--- config.mk ---
export PLATFORM = sky130hd
export DESIGN_NAME = uart_prog_ctrl
export DESIGN_NICKNAME = d
export VERILOG_FILES = /design/src/rtl/uart_prog_pkg.sv /design/src/rtl/prog_byte_assembler.sv /design/src/rtl/uart_prog_ctrl.sv
export SDC_FILE = /design/constraint.sdc
export NUM_CORES = 1
export LEC_CHECK = 0
export CORE_MARGIN = 10
export CORE_UTILIZATION = 49
export CTS_BUF_LIST = sky130_fd_sc_hd__clkbuf_16
export DETAILED_ROUTE_END_ITERATION = 12
export PLACE_DENSITY = 0.83
export REMOVE_ABC_BUFFERS = 1
export SLEW_MARGIN = 5
export SYNTH_ARGS = -nofsm -noshare
export SYNTH_HDL_FRONTEND = slang
export SYNTH_HIERARCHICAL = 1
export SYNTH_SLANG_ARGS = --single-unit
--- constraint.sdc ---
create_clock -name clk_i -period 2.76 [get_ports clk_i]
set_input_delay 0.414 -clock clk_i [delete_from_list [all_inputs] [get_ports clk_i]]
set_output_delay 0.414 -clock clk_i [all_outputs]
set_load 0.05 [all_outputs]
--- src/rtl/uart_prog_pkg.sv ---
// Shared types and defaults for the UART boot-programming sequencer.
package uart_prog_pkg;

   typedef enum logic [2:0] {
      IDLE,
      RECV,
      WRITE,
      DONE,
      ERR
   } prog_state_e;

   localparam logic [31:0] END_WORD_DEF    = 32'h0000_0FFF;
   localparam int unsigned TIMEOUT_CYC_DEF = 1_000_000;

endpackage

--- src/rtl/prog_byte_assembler.sv ---
// Collects UART bytes into little-endian 32-bit words and watches the
// idle gap between bytes of a partially received word.
module prog_byte_assembler #(
   parameter int unsigned TIMEOUT_CYC = 1_000_000
) (
   input  logic        clk_i,
   input  logic        rst_ni,
   input  logic        clear_i,
   input  logic        en_i,
   input  logic        rx_valid_i,
   input  logic [7:0]  rx_byte_i,
   output logic        word_valid_o,
   output logic [31:0] word_next_o,
   output logic [31:0] word_o,
   output logic        timeout_o
);

   localparam int TW = $clog2(TIMEOUT_CYC + 1);

   logic [1:0]    byte_cnt_reg;
   logic [31:0]   word_reg;
   logic [TW-1:0] timer_reg;
   logic          take;

   assign take = en_i & rx_valid_i;

   // Byte lane gi is loaded when it is the slot the byte counter points at.
   for (genvar gi = 0; gi < 4; gi++) begin : g_lane
      assign word_next_o[8*gi +: 8] = (take && byte_cnt_reg == 2'(gi)) ? rx_byte_i
                                                                      : word_reg[8*gi +: 8];
   end

   assign word_valid_o = take & (byte_cnt_reg == 2'd3);
   // A byte arriving in the expiry cycle wins over the timeout.
   assign timeout_o    = en_i & ~rx_valid_i & (byte_cnt_reg != 2'd0) &
                         (timer_reg == TW'(TIMEOUT_CYC - 1));
   assign word_o       = word_reg;

   always_ff @(posedge clk_i or negedge rst_ni) begin
      if (!rst_ni) begin
         byte_cnt_reg <= '0;
         word_reg     <= '0;
         timer_reg    <= '0;
      end else if (clear_i) begin
         byte_cnt_reg <= '0;
         word_reg     <= '0;
         timer_reg    <= '0;
      end else begin
         word_reg <= word_next_o;
         if (take) begin
            byte_cnt_reg <= byte_cnt_reg + 2'd1;
            timer_reg    <= '0;
         end else if (en_i && byte_cnt_reg != 2'd0) begin
            timer_reg <= timer_reg + TW'(1);
         end
      end
   end

endmodule

--- src/rtl/uart_prog_ctrl.sv ---
// Boot-programming sequencer: UART bytes -> 32-bit instruction-memory writes,
// holding the core in reset until the end-marker word arrives.
module uart_prog_ctrl
   import uart_prog_pkg::*;
#(
   parameter int              AW          = 32,
   parameter logic [AW-1:0]   BASE_ADDR   = '0,
   parameter logic [AW-1:0]   MEM_BYTES   = AW'(32'h0000_2000),
   parameter logic [31:0]     END_WORD    = END_WORD_DEF,
   parameter int unsigned     TIMEOUT_CYC = TIMEOUT_CYC_DEF
) (
   input  logic          clk_i,
   input  logic          rst_ni,
   input  logic          prog_i,
   input  logic          rx_valid_i,
   input  logic [7:0]    rx_byte_i,
   output logic          mem_req_o,
   input  logic          mem_gnt_i,
   output logic          mem_we_o,
   output logic [3:0]    mem_be_o,
   output logic [AW-1:0] mem_addr_o,
   output logic [31:0]   mem_wdata_o,
   output logic          core_rst_no,
   output logic          done_o,
   output logic          err_o
);

   localparam logic [AW:0] ADDR_LIMIT = {1'b0, BASE_ADDR} + {1'b0, MEM_BYTES};

   prog_state_e   state_reg, state_next;
   logic [AW-1:0] addr_reg, addr_next;
   logic          prog_q_reg;
   logic          prog_rise, prog_fall, start;
   logic          word_valid, timeout;
   logic [31:0]   word_next, word;

   assign prog_rise = prog_i & ~prog_q_reg;
   assign prog_fall = ~prog_i & prog_q_reg;

   prog_byte_assembler #(
      .TIMEOUT_CYC (TIMEOUT_CYC)
   ) u_asm (
      .clk_i        (clk_i),
      .rst_ni       (rst_ni),
      .clear_i      (start),
      .en_i         (state_reg == RECV),
      .rx_valid_i   (rx_valid_i),
      .rx_byte_i    (rx_byte_i),
      .word_valid_o (word_valid),
      .word_next_o  (word_next),
      .word_o       (word),
      .timeout_o    (timeout)
   );

   always_ff @(posedge clk_i or negedge rst_ni) begin
      if (!rst_ni) begin
         state_reg  <= IDLE;
         addr_reg   <= BASE_ADDR;
         prog_q_reg <= 1'b0;
      end else begin
         state_reg  <= state_next;
         addr_reg   <= addr_next;
         prog_q_reg <= prog_i;
      end
   end

   always_comb begin
      state_next = state_reg;
      addr_next  = addr_reg;
      start      = 1'b0;
      case (state_reg)
         IDLE, DONE, ERR: begin
            if (prog_rise) begin
               state_next = RECV;
               addr_next  = BASE_ADDR;
               start      = 1'b1;
            end
         end
         RECV: begin
            if (prog_fall) begin
               state_next = ERR;
            end else if (word_valid) begin
               if (word_next == END_WORD)
                  state_next = DONE;
               else if ({1'b0, addr_reg} >= ADDR_LIMIT)
                  state_next = ERR;
               else
                  state_next = WRITE;
            end else if (timeout) begin
               state_next = ERR;
            end
         end
         WRITE: begin
            // Overrun beats a same-cycle grant; the request is simply dropped.
            if (prog_fall || rx_valid_i) begin
               state_next = ERR;
            end else if (mem_gnt_i) begin
               state_next = RECV;
               addr_next  = addr_reg + AW'(4);
            end
         end
         default: state_next = IDLE;
      endcase
   end

   // Outputs decode straight from the state register so reset clears them at once.
   assign mem_req_o   = (state_reg == WRITE);
   assign mem_we_o    = mem_req_o;
   assign mem_be_o    = mem_req_o ? 4'hF : 4'h0;
   assign mem_addr_o  = mem_req_o ? addr_reg : '0;
   assign mem_wdata_o = mem_req_o ? word : '0;
   assign core_rst_no = (state_reg == IDLE) || (state_reg == DONE);
   assign done_o      = (state_reg == DONE);
   assign err_o       = (state_reg == ERR);

endmodule

# Word level (Yosys, flattened, before mapping)
# Cells that the tools add are included.
classes:
  n_lt_le_gt_ge: 1
  add_sub_neg: 3
  bitwise: 10
  muxes: 28
  reduce_logical: 16
  n_eq_ne: 14
ops:
  columns: ["op", "count"]
  rows:
  - ["32-bit 2-to-1 mux", 6]
  - ["32-bit one-hot mux with 2 select lines", 1]
  - ["20-bit 2-to-1 mux", 3]
  - ["32-bit by 3-bit adder with 32-bit output (second input constant)", 1]
  - ["32-bit by 12-bit equality test with 1-bit output (second input constant)", 1]
  - ["32-bit by 14-bit >= comparator with 1-bit output (second input constant)", 1]
  - ["8-bit 2-to-1 mux", 4]
  - ["3-bit 2-to-1 mux", 8]
  - ["20-bit by 1-bit adder with 20-bit output (second input constant)", 1]
  - ["20-bit equality test (second input constant)", 1]
  - ["3-bit one-hot mux with 3 select lines", 1]
  - ["1-bit AND", 7]
  - ["3-bit by 2-bit equality test with 1-bit output (second input constant)", 2]
  - ["2-bit nonzero test", 3]
  - ["1-bit logical AND", 5]
  - ["2-bit equality test (second input constant)", 2]
  - ["2-bit 2-to-1 mux", 2]
  - ["4-bit 2-to-1 mux", 1]
  - ["2-bit != test (second input constant)", 2]
  - ["4-bit != test (second input constant)", 1]
  - ["4-bit AND reduction", 1]
  - ["3-bit by 1-bit equality test with 1-bit output (second input constant)", 1]
  - ["3-bit equality test (second input constant)", 1]
  - ["3-bit logical NOT", 1]
  - ["11 further kinds", 15]
totals:
  in_bits: 13
  elab_cells: 78
  output_inout_bits: 73
  ff_bits: 90

# Logic depth before layout (Yosys ltp)
logic_depth:
  word_depth: 9
  mapped_depth: 11
  ltp_nobuf: 10

# Hierarchy
# The synthesis kept the hierarchy.
by_module_without_submodules:
  columns: ["module", "cells_per_inst", "seq_area_each_um2", "area_per_inst_um2", "instances"]
  rows:
  - ["prog_byte_assembler", 236, 1351.3, 2660.1, 1]
  - ["uart_prog_ctrl", 307, 850.8, 2529.9, 1]

# Worst setup path before layout
# Ideal clock, no wire load.
synth_path:
  path_type: "reg2reg"
  start: "reg state_reg[2]"
  end: "reg u_asm.timer_reg[17]"
  arrival_ns: 2.976
  path_stages_with_launch: 10
  slack_ns: -0.294
  setup_time_ns: 0.078
  n_path_buf: 3
  required_time_ns: 2.682
  period_less_slack_ns: 3.054
  cell_sequence: "dfrtp_1 and3b_1 o21ai_2 inv_2 clkbuf_1 clkbuf_1 a21oi_1 buf_2 or4_1 a21oi_1"
synth_between:
  elab_chain_len: 4
  elab_cells_between_ends: 11
  cone_classes: "3 x eq/ne; 3 x mux; 1 x bitwise; 4 x reduce/logical"
synth_rtl:
  columns: ["item", "line_no", "source"]
  rows:
  - ["from (decl)", "uart_prog_ctrl.sv:30", "prog_state_e state_reg, state_next;"]
  - ["from (signal assigned)", "uart_prog_ctrl.sv:61", "state_reg <= state_next;"]
  - ["3-bit by 2-bit equality test with 1-bit output *", null, null]
  - ["named net done_o", "uart_prog_ctrl.sv:24", "output logic done_o,"]
  - ["3-bit OR reduction *", "uart_prog_ctrl.sv:71", "case (state_reg)"]
  - ["1-bit 2-to-1 mux *", "uart_prog_ctrl.sv:71", null]
  - ["named net start", "uart_prog_ctrl.sv:33", "logic prog_rise, prog_fall, start;"]
  - ["3-bit nonzero test (no source line) / 20-bit 2-to-1 mux (equally long branches)", null, null]
  - ["to (signal assigned)", "prog_byte_assembler.sv:54", "timer_reg <= timer_reg + TW'(1);"]
  - ["to (decl)", "prog_byte_assembler.sv:22", "logic [TW-1:0] timer_reg;"]
# Mark *: on every way through the listed nets, which the timed path passes. The rest lies on a longest branch.
# A chain may end at the register's enable or synchronous reset.

# Worst setup path after layout
layout_path:
  start: "reg state_reg[1]"
  end: "reg state_reg[2]"
layout_between:
  elab_chain_len: 9
  elab_cells_between_ends: 28
  cone_classes: "8 x eq/ne; 8 x mux; 5 x bitwise; 7 x reduce/logical"
layout_rtl:
  columns: ["item", "line_no", "source"]
  rows:
  - ["3-bit by 1-bit equality test with 1-bit output", "uart_prog_ctrl.sv:46", ".en_i (state_reg == RECV),"]
  - ["1-bit AND", "prog_byte_assembler.sv:25", "assign take = en_i & rx_valid_i;"]
  - ["1-bit logical AND", "prog_byte_assembler.sv:29", "assign word_next_o[8*gi +: 8] = (take && byte_cnt_reg == 2'(gi)) ? rx_byte_i"]
  - ["8-bit 2-to-1 mux", "prog_byte_assembler.sv:29", null]
  - ["named net word_next[15]", "uart_prog_ctrl.sv:35", "logic [31:0] word_next, word;"]
  - ["32-bit by 12-bit equality test with 1-bit output", "uart_prog_ctrl.sv:83", "if (word_next == END_WORD)"]
  - ["3-bit 2-to-1 mux", "uart_prog_ctrl.sv:83", null]
  - ["3-bit 2-to-1 mux", "uart_prog_ctrl.sv:82", "end else if (word_valid) begin"]
  - ["3-bit 2-to-1 mux", "uart_prog_ctrl.sv:80", "if (prog_fall) begin"]
  - ["3-bit one-hot mux with 3 select lines", "uart_prog_ctrl.sv:71", null]
# The timed path passes the listed nets, and every way through them passes these cells.

==> parameters.txt <==
Parameter                              Value

Timing
  Top achievable clock speed ... 373.3 MHz
  Share of the clock period used by the worst path after layout ... 97.06%
  Crit path setup slack, layout ... 0.08105 ns
  Final number of max-transition violations ... 0
  Final setup violation count ... 0
  Worst Max-Slew Pin Slew ... 0.6555 ns
  Rel. slew slack ... a little under three fifths
  Post-route minimum period ... roughly 2.7 ns
  Hold slack ... 0.03880 ns
  Final Hold Vio Count ... 0
  Worst-case clock skew ... between 0.008 and 0.009 ns

Yosys
  Average footprint of a synthesized cell ... 9.558 µm²
  Number of enable flip-flop cells after synthesis ... 0
  Count of synthesis-stage warnings from yosys ... 6
  Fraction of the yosys area taken by sequential cells ... 42.43%
  Yosys top cell by area ... dfrtp_1
  Fraction of registers with async set/reset ... 100.0%
  Primary flip-flop cell chosen by synthesis mapping ... dfrtp_1
  Count of different cell masters after synthesis ... 55
  Dominant cell by count in the synthesized netlist ... dfrtp_1
  Area fraction of the dominant cell type after synthesis ... 42.43%
  Top post-synthesis cells by area ... dfrtp_1 (42%), and2_1 (8.0%), mux2_2 (7.4%), nor2b_1 (4.2%), xor2_1 (2.9%)
  Synth Instances ... roughly 540
  Cell area after technology mapping ... 5190 µm²
  Number of register bits inferred by synthesis ... slightly below 90
  Ranking of synthesized cells by instance count ... dfrtp_1 (88), and2_1 (66), nor2_1 (39), nor2b_1 (35), mux2_2 (34)

Critical path
  Largest driver fanout on the critical path ... 5
  Worst Path Required ... 2.96 ns
  Arrival time of data at the critical path endpoint ... 2.88 ns
  Class of the most critical setup path ... register to register
  Endpoint type of the worst setup path ... register
  Kind of start point of the critical path ... register

Global routing
  Wire length of the first global-routing pass ... 22,110 µm
  GR Util All Layers ... 17.83%
  Maximum number of pins on one net before global-route repair ... 53
  Vias in the first global route ... 4,494
  Initial antenna violation count ... 0
  Overflow left after global routing ... 0

Floorplan
  Width of the die ... roughly 120 µm
  I/O pin count ... 86
  Die Footprint ... 15,110 µm²
  Starting density of the core ... 50.27%
  Area of the core ... about 10,000 µm²
  Die Height ... 122.9 µm
  Row count ... 37

Clock tree
  Clock tree root buffer cell ... clkbuf_16
  CTS Buffer Depth ... 2
  CTS H-Tree Depth ... 3
  TritonCTS buffer count ... 9
  Sinks on the clock net ... 88
  Latest clock arrival within the worst-skew pair ... 0.34 ns
  Clock tree from TritonCTS ... done
  Clock slew at reported path FFs ... 0.07 ns
  CTS Hold Buffers Added ... 0

Placement
  Placed wire-length estimate ... about 9700 µm
  Post-Place Worst Slack ... -0.5230 ns
  Count of port buffers added during placement ... 83
  RD Place Congestion ... 0.8655
  Instance area at placement ... 6429 µm²

Cells and area
  Final #Nets ... 644
  Flip-flop count of the largest register, all copies and words added ... 32
  Fillcell total ... 783
  Antenna cells ... 0
  Fraction of layout cells with a size suffix above 1 ... 26.23%
  Final non-filler cell area ... just under 7000 µm²
  Synthesis-to-finish area growth ... 32.02%

Detailed routing
  Detail Route Antenna Nets ... 0
  Via Count ... 4,445
  Drt first pass iters ... 6
  1st-iter DRT viols ... 363
  Via count normalized by instance count ... between 5 and 6
  DRC viols ... 0
  Total wire length after detailed routing ... 13,880 µm
  Routed wirelength normalized by instance count ... 18.15 µm

Run status
  Outcome ... finished clean

Power and ir drop
  IR Drop Worst-Case VDD ... ~420 µV
  Static leakage power ... 3.102 nW
  Total power divided by cell area ... approximately 650 nW/µm²

Flow run
  Max-capacitance violation count ... 0

Min path
  Worst hold path class ... input port to asynchronous set/reset pin
[worst max-delay path, cell delays in order, from the launching register on]
cell and delay (ns):
dfrtp_1 0.39, nand2b_4 0.16, nor2_4 0.11, and2_4 0.20, buf_6 0.13, nand2_4 0.08, mux2_4 0.33, nor4b_4 0.27
nand4_1 0.11, or4_4 0.53, a21oi_2 0.14, o21ai_0 0.09
[worst paths after layout]
| check | depth (start not counted) | slack (ns) | startpoint | end |
|---|---|---|---|---|
| setup reg to reg | 11 | 0.08 | state_reg[1] | state_reg[2] |
| max in group asynchronous | 2 | 2.07 | rst_ni | u_asm/word_o[2] |
| setup / recovery | 11 | 0.08 | state_reg[1] | state_reg[2] |
| hold reg to reg | 2 | 0.57 | u_asm/timer_reg[19] | u_asm/timer_reg[19] |
| min in group clk_i | 2 | 0.57 | u_asm/timer_reg[19] | u_asm/timer_reg[19] |
| hold / removal | 1 | 0.04 | rst_ni | u_asm/timer_reg[12] |
[layer usage]
metal  up-vias  wire length (µm)  global-route usage, %
met1      2215              5716                  21.63
met2       145              7285                  30.79
met5         -                 0                      0
met4         0               244                  6.627
li1       2065                 -                      -
met3        20               636                  3.418
[layout make-up]
type | count | area, µm² | share of cell area [%]
clock buffer | 9 | 225.2 | 3.287
clock inverter | 7 | 76.32 | 1.114
inverter | 12 | 45.04 | 0.6574
multi-input combinational | 408 | 2879 | 42.02
sequential | 88 | 2203 | 32.16
tap | 136 | 170.2 | 2.484
timing repair buffer | 105 | 1252 | 18.28
[layout by cell type, fill, tap and decap left out, types with 7 or more instances in the layout]
cell type	synthesis	routed
o2111ai_1	8	8
xnor2_1	9	9
buf_12	0	34
nor4_1	12	8
nand3_1	11	11
nor2_1	39	38
nand4_1	17	17
buf_4	8	56
clkdlybuf4s50_1	0	14
nor2b_1	35	35
o31ai_1	11	11
inv_1	11	11
mux2_2	34	33
xor2_1	17	17
and2_1	66	65
dfrtp_1	88	87
clkbuf_16	0	9
ha_1	7	7
nand2_1	29	26
a21oi_1	23	22
o21ai_0	8	8
or4_1	13	12
[logic make-up (layout without fill, tap and decap cells)]
| kind of cell | after synthesis | in the layout | share of synthesized area (%) |
|---|---|---|---|
| AO/OA/AOI/OAI | 74 | 74 | 9.812 |
| AND/OR/NAND/NOR | 262 | 262 | 29.27 |
| flip-flops | 88 | 88 | 42.43 |
| XOR/XNOR | 26 | 26 | 4.388 |
| buffers and inverters | 48 | 133 | 4.387 |
| multiplexers | 37 | 37 | 7.956 |
| other | 1 | 2 | 0.07225 |
| adder cells (fa/ha/maj) | 7 | 7 | 1.687 |
[through the flow]
step	cells	setup TNS, ns	util (%)	total power [mW]
after floorplan	508	-369.90	-	2.531
after global placement	748	-1.188	62.27	2.935
after detailed placement	748	-1.466	62.27	3.006
after CTS	764	0	65.51	4.299
after global routing	765	-0.08023	66.37	4.651
final	765	0	66.37	4.452
[power by group]
| part | internal [mW] | switching, mW |
|---|---|---|
| sequential | 1.53 | 0.173 |
| clock | 0.710 | 0.533 |
| combinational | 0.691 | 0.812 |
[what timing repair did]
action,in CTS,in global routing
pin swaps,0,5
setup endpoints to repair,3,3
resized for setup,8,15
cloned,0,0
setup buffers,0,1
Power figures use the tool's default switching activity.
